===== config.mk =====
export PLATFORM = sky130hd
export DESIGN_NAME = ex_mem_stage
export DESIGN_NICKNAME = d
export VERILOG_FILES = /design/src/rtl/cpu_pkg.sv /design/src/rtl/ex_mem_stage_flush_timer.sv /design/src/rtl/ex_mem_stage.sv
export SDC_FILE = /design/constraint.sdc
export NUM_CORES = 1
export LEC_CHECK = 0
export CAP_MARGIN = 5
export CELL_PAD_IN_SITES_DETAIL_PLACEMENT = 1
export CELL_PAD_IN_SITES_GLOBAL_PLACEMENT = 1
export CORE_UTILIZATION = 23
export CTS_BUF_LIST = sky130_fd_sc_hd__clkbuf_4
export CTS_CLUSTER_SIZE = 16
export DETAILED_ROUTE_END_ITERATION = 8
export PLACE_DENSITY_LB_ADDON = 0.15
export SLEW_MARGIN = 20
export SYNTH_ARGS = -nofsm -noshare
export SYNTH_HDL_FRONTEND = slang
export SYNTH_SLANG_ARGS = --single-unit

===== constraint.sdc =====
create_clock -name clk_i -period 1.32 [get_ports clk_i]
set_input_delay 0.33 -clock clk_i [delete_from_list [all_inputs] [get_ports clk_i]]
set_output_delay 0.33 -clock clk_i [all_outputs]
set_load 0.05 [all_outputs]

===== src/rtl/cpu_pkg.sv =====
// ============================================================================
// Module   : cpu_pkg
// Brief    : Shared widths and the EX/MEM control bundle for the MIPS pipeline.
// Revision : 1.0 - initial release
// ============================================================================
`default_nettype none

package cpu_pkg;

    localparam int DATA_W      = 32;
    localparam int REG_AW      = 5;
    localparam int FLUSH_CNT_W = 3;

    typedef struct packed {
        logic valid;
        logic mem_read;
        logic mem_write;
        logic reg_write;
        logic mem_to_reg;
    } ctrl_t;

    localparam ctrl_t c_ctrl_bubble = '0;

endpackage

`default_nettype wire


===== src/rtl/ex_mem_stage_flush_timer.sv =====
// ============================================================================
// Module   : flush_timer
// Brief    : IDLE/FLUSH FSM holding flush_o high for FLUSH_CYCLES after a start.
// Revision : 1.0 - initial release
// ============================================================================
`default_nettype none

module flush_timer #(
    parameter int FLUSH_CYCLES = 2
) (
    input  logic clk_i,
    input  logic rst_i,
    input  logic start,
    output logic flush_o
);
    import cpu_pkg::*;

    localparam logic [0:0] c_s_idle  = 1'b0;
    localparam logic [0:0] c_s_flush = 1'b1;

    localparam logic [FLUSH_CNT_W-1:0] c_cnt_init = FLUSH_CNT_W'(FLUSH_CYCLES);
    localparam logic [FLUSH_CNT_W-1:0] c_cnt_one  = FLUSH_CNT_W'(1);

    logic [0:0]             r_state;
    logic [FLUSH_CNT_W-1:0] r_cnt;

    // The counter runs regardless of stall so the squash window is fixed.
    always_ff @(posedge clk_i or negedge rst_i) begin
        if (!rst_i) begin
            r_state <= c_s_idle;
            r_cnt   <= '0;
        end else begin
            case (r_state)
                c_s_idle: begin
                    if (start) begin
                        r_state <= c_s_flush;
                        r_cnt   <= c_cnt_init;
                    end
                end
                c_s_flush: begin
                    r_cnt <= r_cnt - c_cnt_one;
                    if (r_cnt == c_cnt_one) begin
                        r_state <= c_s_idle;
                    end
                end
                default: r_state <= c_s_idle;
            endcase
        end
    end

    assign flush_o = (r_state == c_s_flush);

endmodule

`default_nettype wire


===== src/rtl/ex_mem_stage.sv =====
// ============================================================================
// Module   : ex_mem_stage
// Brief    : EX/MEM pipeline register with beq/bne resolution and flush control.
//            Optional forwarding outputs enabled by macro EXMEM_FWD_EN.
// Revision : 1.0 - initial release
// ============================================================================
`default_nettype none

module ex_mem_stage #(
    parameter int DATA_W       = cpu_pkg::DATA_W,
    parameter int REG_AW       = cpu_pkg::REG_AW,
    parameter int FLUSH_CYCLES = 2
) (
    input  logic              clk_i,
    input  logic              rst_i,
    input  logic              stall_i,
    input  logic              ex_valid_i,
    input  logic [DATA_W-1:0] ex_alu_out_i,
    input  logic              ex_zero_i,
    input  logic [DATA_W-1:0] ex_rt_data_i,
    input  logic [REG_AW-1:0] ex_wreg_i,
    input  logic [DATA_W-1:0] ex_br_target_i,
    input  logic              ex_branch_i,
    input  logic              ex_branch_ne_i,
    input  logic              ex_mem_read_i,
    input  logic              ex_mem_write_i,
    input  logic              ex_reg_write_i,
    input  logic              ex_mem_to_reg_i,
    output logic              mem_valid_o,
    output logic [DATA_W-1:0] mem_alu_out_o,
    output logic [DATA_W-1:0] mem_rt_data_o,
    output logic [REG_AW-1:0] mem_wreg_o,
    output logic              mem_mem_read_o,
    output logic              mem_mem_write_o,
    output logic              mem_reg_write_o,
    output logic              mem_mem_to_reg_o,
    output logic              pc_src_o,
    output logic [DATA_W-1:0] br_target_o,
    output logic              flush_o
`ifdef EXMEM_FWD_EN
    ,
    output logic              fwd_valid_o,
    output logic [REG_AW-1:0] fwd_reg_o,
    output logic [DATA_W-1:0] fwd_data_o
`endif
);
    import cpu_pkg::*;

    ctrl_t             w_ex_ctrl;
    ctrl_t             r_ctrl;
    logic              w_flush;
    logic              w_taken;
    logic              w_start;
    logic [DATA_W-1:0] r_alu_out;
    logic [DATA_W-1:0] r_rt_data;
    logic [REG_AW-1:0] r_wreg;
    logic              r_pc_src;
    logic [DATA_W-1:0] r_br_target;

    // Controls of a bubble must never reach memory or the register file.
    assign w_ex_ctrl = '{valid:      ex_valid_i,
                         mem_read:   ex_mem_read_i   & ex_valid_i,
                         mem_write:  ex_mem_write_i  & ex_valid_i,
                         reg_write:  ex_reg_write_i  & ex_valid_i,
                         mem_to_reg: ex_mem_to_reg_i & ex_valid_i};

    assign w_taken = ex_valid_i & ex_branch_i & (ex_zero_i ^ ex_branch_ne_i) & ~w_flush;
    assign w_start = w_taken & ~stall_i;

    always_ff @(posedge clk_i or negedge rst_i) begin
        if (!rst_i) begin
            r_ctrl      <= c_ctrl_bubble;
            r_alu_out   <= '0;
            r_rt_data   <= '0;
            r_wreg      <= '0;
            r_pc_src    <= 1'b0;
            r_br_target <= '0;
        end else if (w_flush) begin
            r_ctrl   <= c_ctrl_bubble;
            r_pc_src <= 1'b0;
        end else if (!stall_i) begin
            r_ctrl    <= w_ex_ctrl;
            r_alu_out <= ex_alu_out_i;
            r_rt_data <= ex_rt_data_i;
            r_wreg    <= ex_wreg_i;
            r_pc_src  <= w_taken;
            if (w_taken) begin
                r_br_target <= ex_br_target_i;
            end
        end
    end

    flush_timer #(
        .FLUSH_CYCLES (FLUSH_CYCLES)
    ) u_flush_timer (
        .clk_i   (clk_i),
        .rst_i   (rst_i),
        .start   (w_start),
        .flush_o (w_flush)
    );

    assign mem_valid_o      = r_ctrl.valid;
    assign mem_mem_read_o   = r_ctrl.mem_read;
    assign mem_mem_write_o  = r_ctrl.mem_write;
    assign mem_reg_write_o  = r_ctrl.reg_write;
    assign mem_mem_to_reg_o = r_ctrl.mem_to_reg;
    assign mem_alu_out_o    = r_alu_out;
    assign mem_rt_data_o    = r_rt_data;
    assign mem_wreg_o       = r_wreg;
    assign pc_src_o         = r_pc_src;
    assign br_target_o      = r_br_target;
    assign flush_o          = w_flush;

`ifdef EXMEM_FWD_EN
    // Loads are excluded: their data only exists after the memory access.
    assign fwd_valid_o = r_ctrl.valid & r_ctrl.reg_write & ~r_ctrl.mem_to_reg
                       & (r_wreg != '0);
    assign fwd_reg_o   = r_wreg;
    assign fwd_data_o  = r_alu_out;
`else
    // No forwarding path from this stage.
`endif

endmodule

`default_nettype wire


==> results by group <==
Synth
  – Avg Cell Area, Syn: 16.4 sq um
  – Mapped Nets: 371
  – Synth area leader: dfrtp_1
  – Post-synthesis instance total: 257
  – Synth top area cells: dfrtp_1, mux2_2, mux2_1
  – Post-synthesis xor/xnor area fraction: 0.417%
  – Yosys top cell area share: 66.1%
  – Library cells used by synthesis: 22
  – Seq cells post-synth: 111
  – Post-synthesis cell area: 4200 sq um
  – Largest family of logic cells by synthesized area: multiplexers
  – Adder-Cell Fraction of Synth Area: 0.595%
  – Seq/Total Area, Yosys: 66.1%
  – Compound-Gate Fraction of Synth Area: 1.31%
  – Simple-Gate Fraction of Synth Area: 2.47%
  – Post-synthesis mux area share: 27.1%
  – Synth warn: 0

Timing
  – Max-slew headroom: 69.3%
  – Tcrit/Tclk final: 117%
  – Fmax: 645 MHz
  – RSZ-0062 raised after global routing: yes
  – Final hold slack: 0.429 ns
  – Worst slew pin tran: 0.460 ns
  – Fin worst setup slack: -0.231 ns
  – Final setup violation count: 211
  – Slew Limit Fails: 0
  – Hold Fails Final Rpt: 0
  – Clock skew: 0.00800 ns
  – Minimum clock period: 1.55 ns

Pwr
  – Net Switching: 10.1 mW
  – Sequential cell fraction of total power: 27.1%
  – Clock share of power: 7.8%
  – Internal: 14.1 mW
  – Comb pwr share: 65.1%
  – Pwr Density: 2790 nW/um^2
  – Switching fraction of total power: 41.8%
  – Worst IR drop on VDD: 0.00129 V
  – Leakage: 3.94 nW

Run status
  – Violations in the final reports: negative setup slack
  – Status: finished with violations

Die
  – Die ar.: 18800 sq um
  – Row count: 49
  – I/O pin cnt: 220
  – Core area: 18000 sq um
  – Die height: 137 microns
  – Horiz. Die Dim: 137 microns
  – Initial Util: 23.4%

Setup path
  – Worst path max stage delay: 0.46 ns
  – Cell Chain, Critical Path: buf_6, nor2_4, buf_12, buf_4, buf_12, mux2_2
  – Most used cell, CP: buf_12
  – CP delay by family, top: buffers and inverters
  – Critical Path Source Type: flop
  – Critical Path Fanout Max: 9
  – Endpoint class of the critical path: flop
  – Worst EP arrival: 1.93 ns
  – Kind of critical path: flop to flop
  – Worst Path Required: 1.70 ns
  – WP buf/inv: 4
  – Crit path max-delay cell type: dfrtp_2

Place
  – Count of input and output buffers: 219
  – Placed Instances: 704
  – Post-DP HPWL: 9330 microns
  – Gpl congestion: 0.728

Flow run
  – Max Cap Viol: 0

Routing
  – Via count: 3123
  – Routed wire length: 14000 microns
  – Remaining DRCs: 0
  – Initial detailed-routing violation count: 68
  – Router iterations before antenna repair: 4
  – Drt wl/cell: 18.6 microns
  – Vias per cell: 4.14
  – Remaining antenna violation count after routing: 0

Finish
  – Sequential Area: 2780 sq um
  – Final nets: 634
  – Area growth syn-to-layout: 107%
  – Share of cells above drive strength 1: 48.5%
  – Final cell count without fillers: 754
  – Fill cell count: 1710
  – Multi-input logic area: 1610 sq um

Clock network
  – CTS H-Tree Depth: 3
  – CTS tree: done
  – Worst-path clk slew: 0.16 ns
  – Clk Latency, worst-skew pair: 0.47 ns
  – CTS Buf Count: 9
  – Max Buffers Root-to-Sink: 2
  – Root buffer cell: clkbuf_4
  – Clk sink count: 111

Min path
  – HP Class: input pin to asynchronous set/reset pin

Global routing
  – Initial antenna violation count: 1
  – Gr usage total: 14.3%
  – Overflow after GRT: 0
  – Pin count of the biggest net entering global routing: 81
  – First-pass GRT wire length: 19500 microns
  – Vias in the first global route: 3332
worst register-to-register path, cell delays in order (launching register included):
cell and delay [ns]:
dfrtp_2 0.46, buf_6 0.12, nor2_4 0.13, buf_12 0.18
buf_4 0.15, buf_12 0.11, mux2_2 0.32
metrics by stage:
stage               worst slack (ns)  power, mW  setup TNS [ns]  cell area, sq um  utilization, %
finish                        -0.231       24.2          -27.60              8700            48.4
global route                  -0.291       25.2          -40.19              8700            48.4
CTS                           -0.246       23.6          -35.58              8330            46.4
detailed placement            -0.625       21.0          -62.02              7890            43.9
global placement              -0.649       20.8          -62.20              7890            43.9
floorplan                     -0.195       12.9          -11.32              4310               -
kinds of logic (layout without fill, tap and decap cells):
family | Yosys count | count (layout)
flip-flops | 111 | 111
adder cells (fa/ha/maj) | 2 | 2
XOR/XNOR | 2 | 2
AND/OR/NAND/NOR | 17 | 17
other | 0 | 1
buffers and inverters | 15 | 282
AO/OA/AOI/OAI | 9 | 9
multiplexers | 101 | 101
power by group through the flow:
stage                     Clock (mW)  Combinational (mW)  Sequential (mW)
final                           1.89                15.8             6.56
after global routing            2.13                16.3             6.74
after CTS                       2.03                15.1             6.53
after detailed placement           0                14.4             6.62
after global placement             0                14.3             6.51
after floorplan                    0                1.98             10.9
area by class of cell:
class	instances	share of cell area [%]
repair buffers	264	44.3
flip-flops and latches	111	31.9
multi-input cells	131	18.6
well taps	229	3.29
clock buffers	10	0.863
clock inverters	5	0.849
inverters	3	0.129
diodes	1	0.0288
layout by cell type (no fill, tap or decap):
| cell type | n |
|---|---|
| a21o_1 | 1 |
| a21oi_1 | 3 |
| a22oi_1 | 2 |
| a22oi_2 | 1 |
| and2_1 | 1 |
| buf_12 | 113 |
| buf_16 | 4 |
| buf_4 | 28 |
| buf_6 | 2 |
| buf_8 | 1 |
| bufinv_16 | 2 |
| clkbuf_16 | 5 |
| clkbuf_4 | 10 |
| clkdlybuf4s50_1 | 110 |
| clkinv_1 | 1 |
| clkinv_2 | 2 |
| dfrtp_1 | 110 |
| dfrtp_2 | 1 |
| diode_2 | 1 |
| dlygate4sd3_1 | 1 |
| ha_1 | 2 |
| inv_1 | 3 |
| mux2_1 | 18 |
| mux2_2 | 11 |
| mux2_4 | 72 |
| nand2_1 | 5 |
| nand3b_1 | 2 |
| nand4_4 | 1 |
| nor2_1 | 5 |
| nor2_4 | 1 |
| nor2b_1 | 2 |
| o21ai_0 | 2 |
| xnor2_1 | 1 |
| xor2_1 | 1 |
synthesized netlist by cell type, drive strengths merged:
cell and instances:
a21o 1, a21oi 3, a22oi 3, and2 1
buf 11, clkbuf 1, dfrtp 111, ha 2
inv 3, mux2 101, nand2 5, nand3b 2
nand4 1, nor2 6, nor2b 2, o21ai 2
xnor2 1, xor2 1
path summary, 6_finish.rpt:
kind / start / to / slack (ns) / cells past startpoint
worst max-delay path: u_flush_timer.flush_o$_DFF_PN0_ / mem_rt_data_o[18]$_DFFE_PN0P_ / -0.23 / 6
min in group clk_i: ex_br_target_i[7] / br_target_o[7]$_DFFE_PN0P_ / 0.43 / 2
max in group asynchronous: rst_i / u_flush_timer.flush_o$_DFF_PN0_ / 0.53 / 3
worst min register to register: u_flush_timer.r_cnt[2]$_DFFE_PN0P_ / u_flush_timer.flush_o$_DFF_PN0_ / 0.56 / 2
worst min-delay path: rst_i / mem_rt_data_o[25]$_DFFE_PN0P_ / 0.43 / 3
worst max register to register: u_flush_timer.flush_o$_DFF_PN0_ / mem_rt_data_o[18]$_DFFE_PN0P_ / -0.23 / 6
per-layer routing:
| metal | up-vias | wire [microns] | track usage, % |
|---|---|---|---|
| met5 | - | 0 | 0 |
| met4 | 0 | 219 | 5.86 |
| met3 | 12 | 618 | 2.43 |
| met2 | 96 | 7540 | 25.4 |
| met1 | 1595 | 5630 | 16.9 |
| li1 | 1420 | - | - |
what timing repair did:
action                     4_1_cts  5_1_grt
hold endpoints to repair       111        0
cloned                           3        5
hold buffers                     1        0
setup buffers                   16        9
pin swaps                        1        0
resized for setup               18       47
setup endpoints to repair      204      213
flip-flops by register name, indices dropped and copies added, names as in the netlist:
register	count
pc_src_o	1
br_target_o	32
mem_mem_to_reg_o	1
u_flush_timer.r_cnt	3
u_flush_timer.flush_o	1
mem_rt_data_o	32
mem_wreg_o	5
mem_reg_write_o	1
mem_valid_o	1
mem_alu_out_o	32
mem_mem_write_o	1
mem_mem_read_o	1
Power figures use the tool's default switching activity.
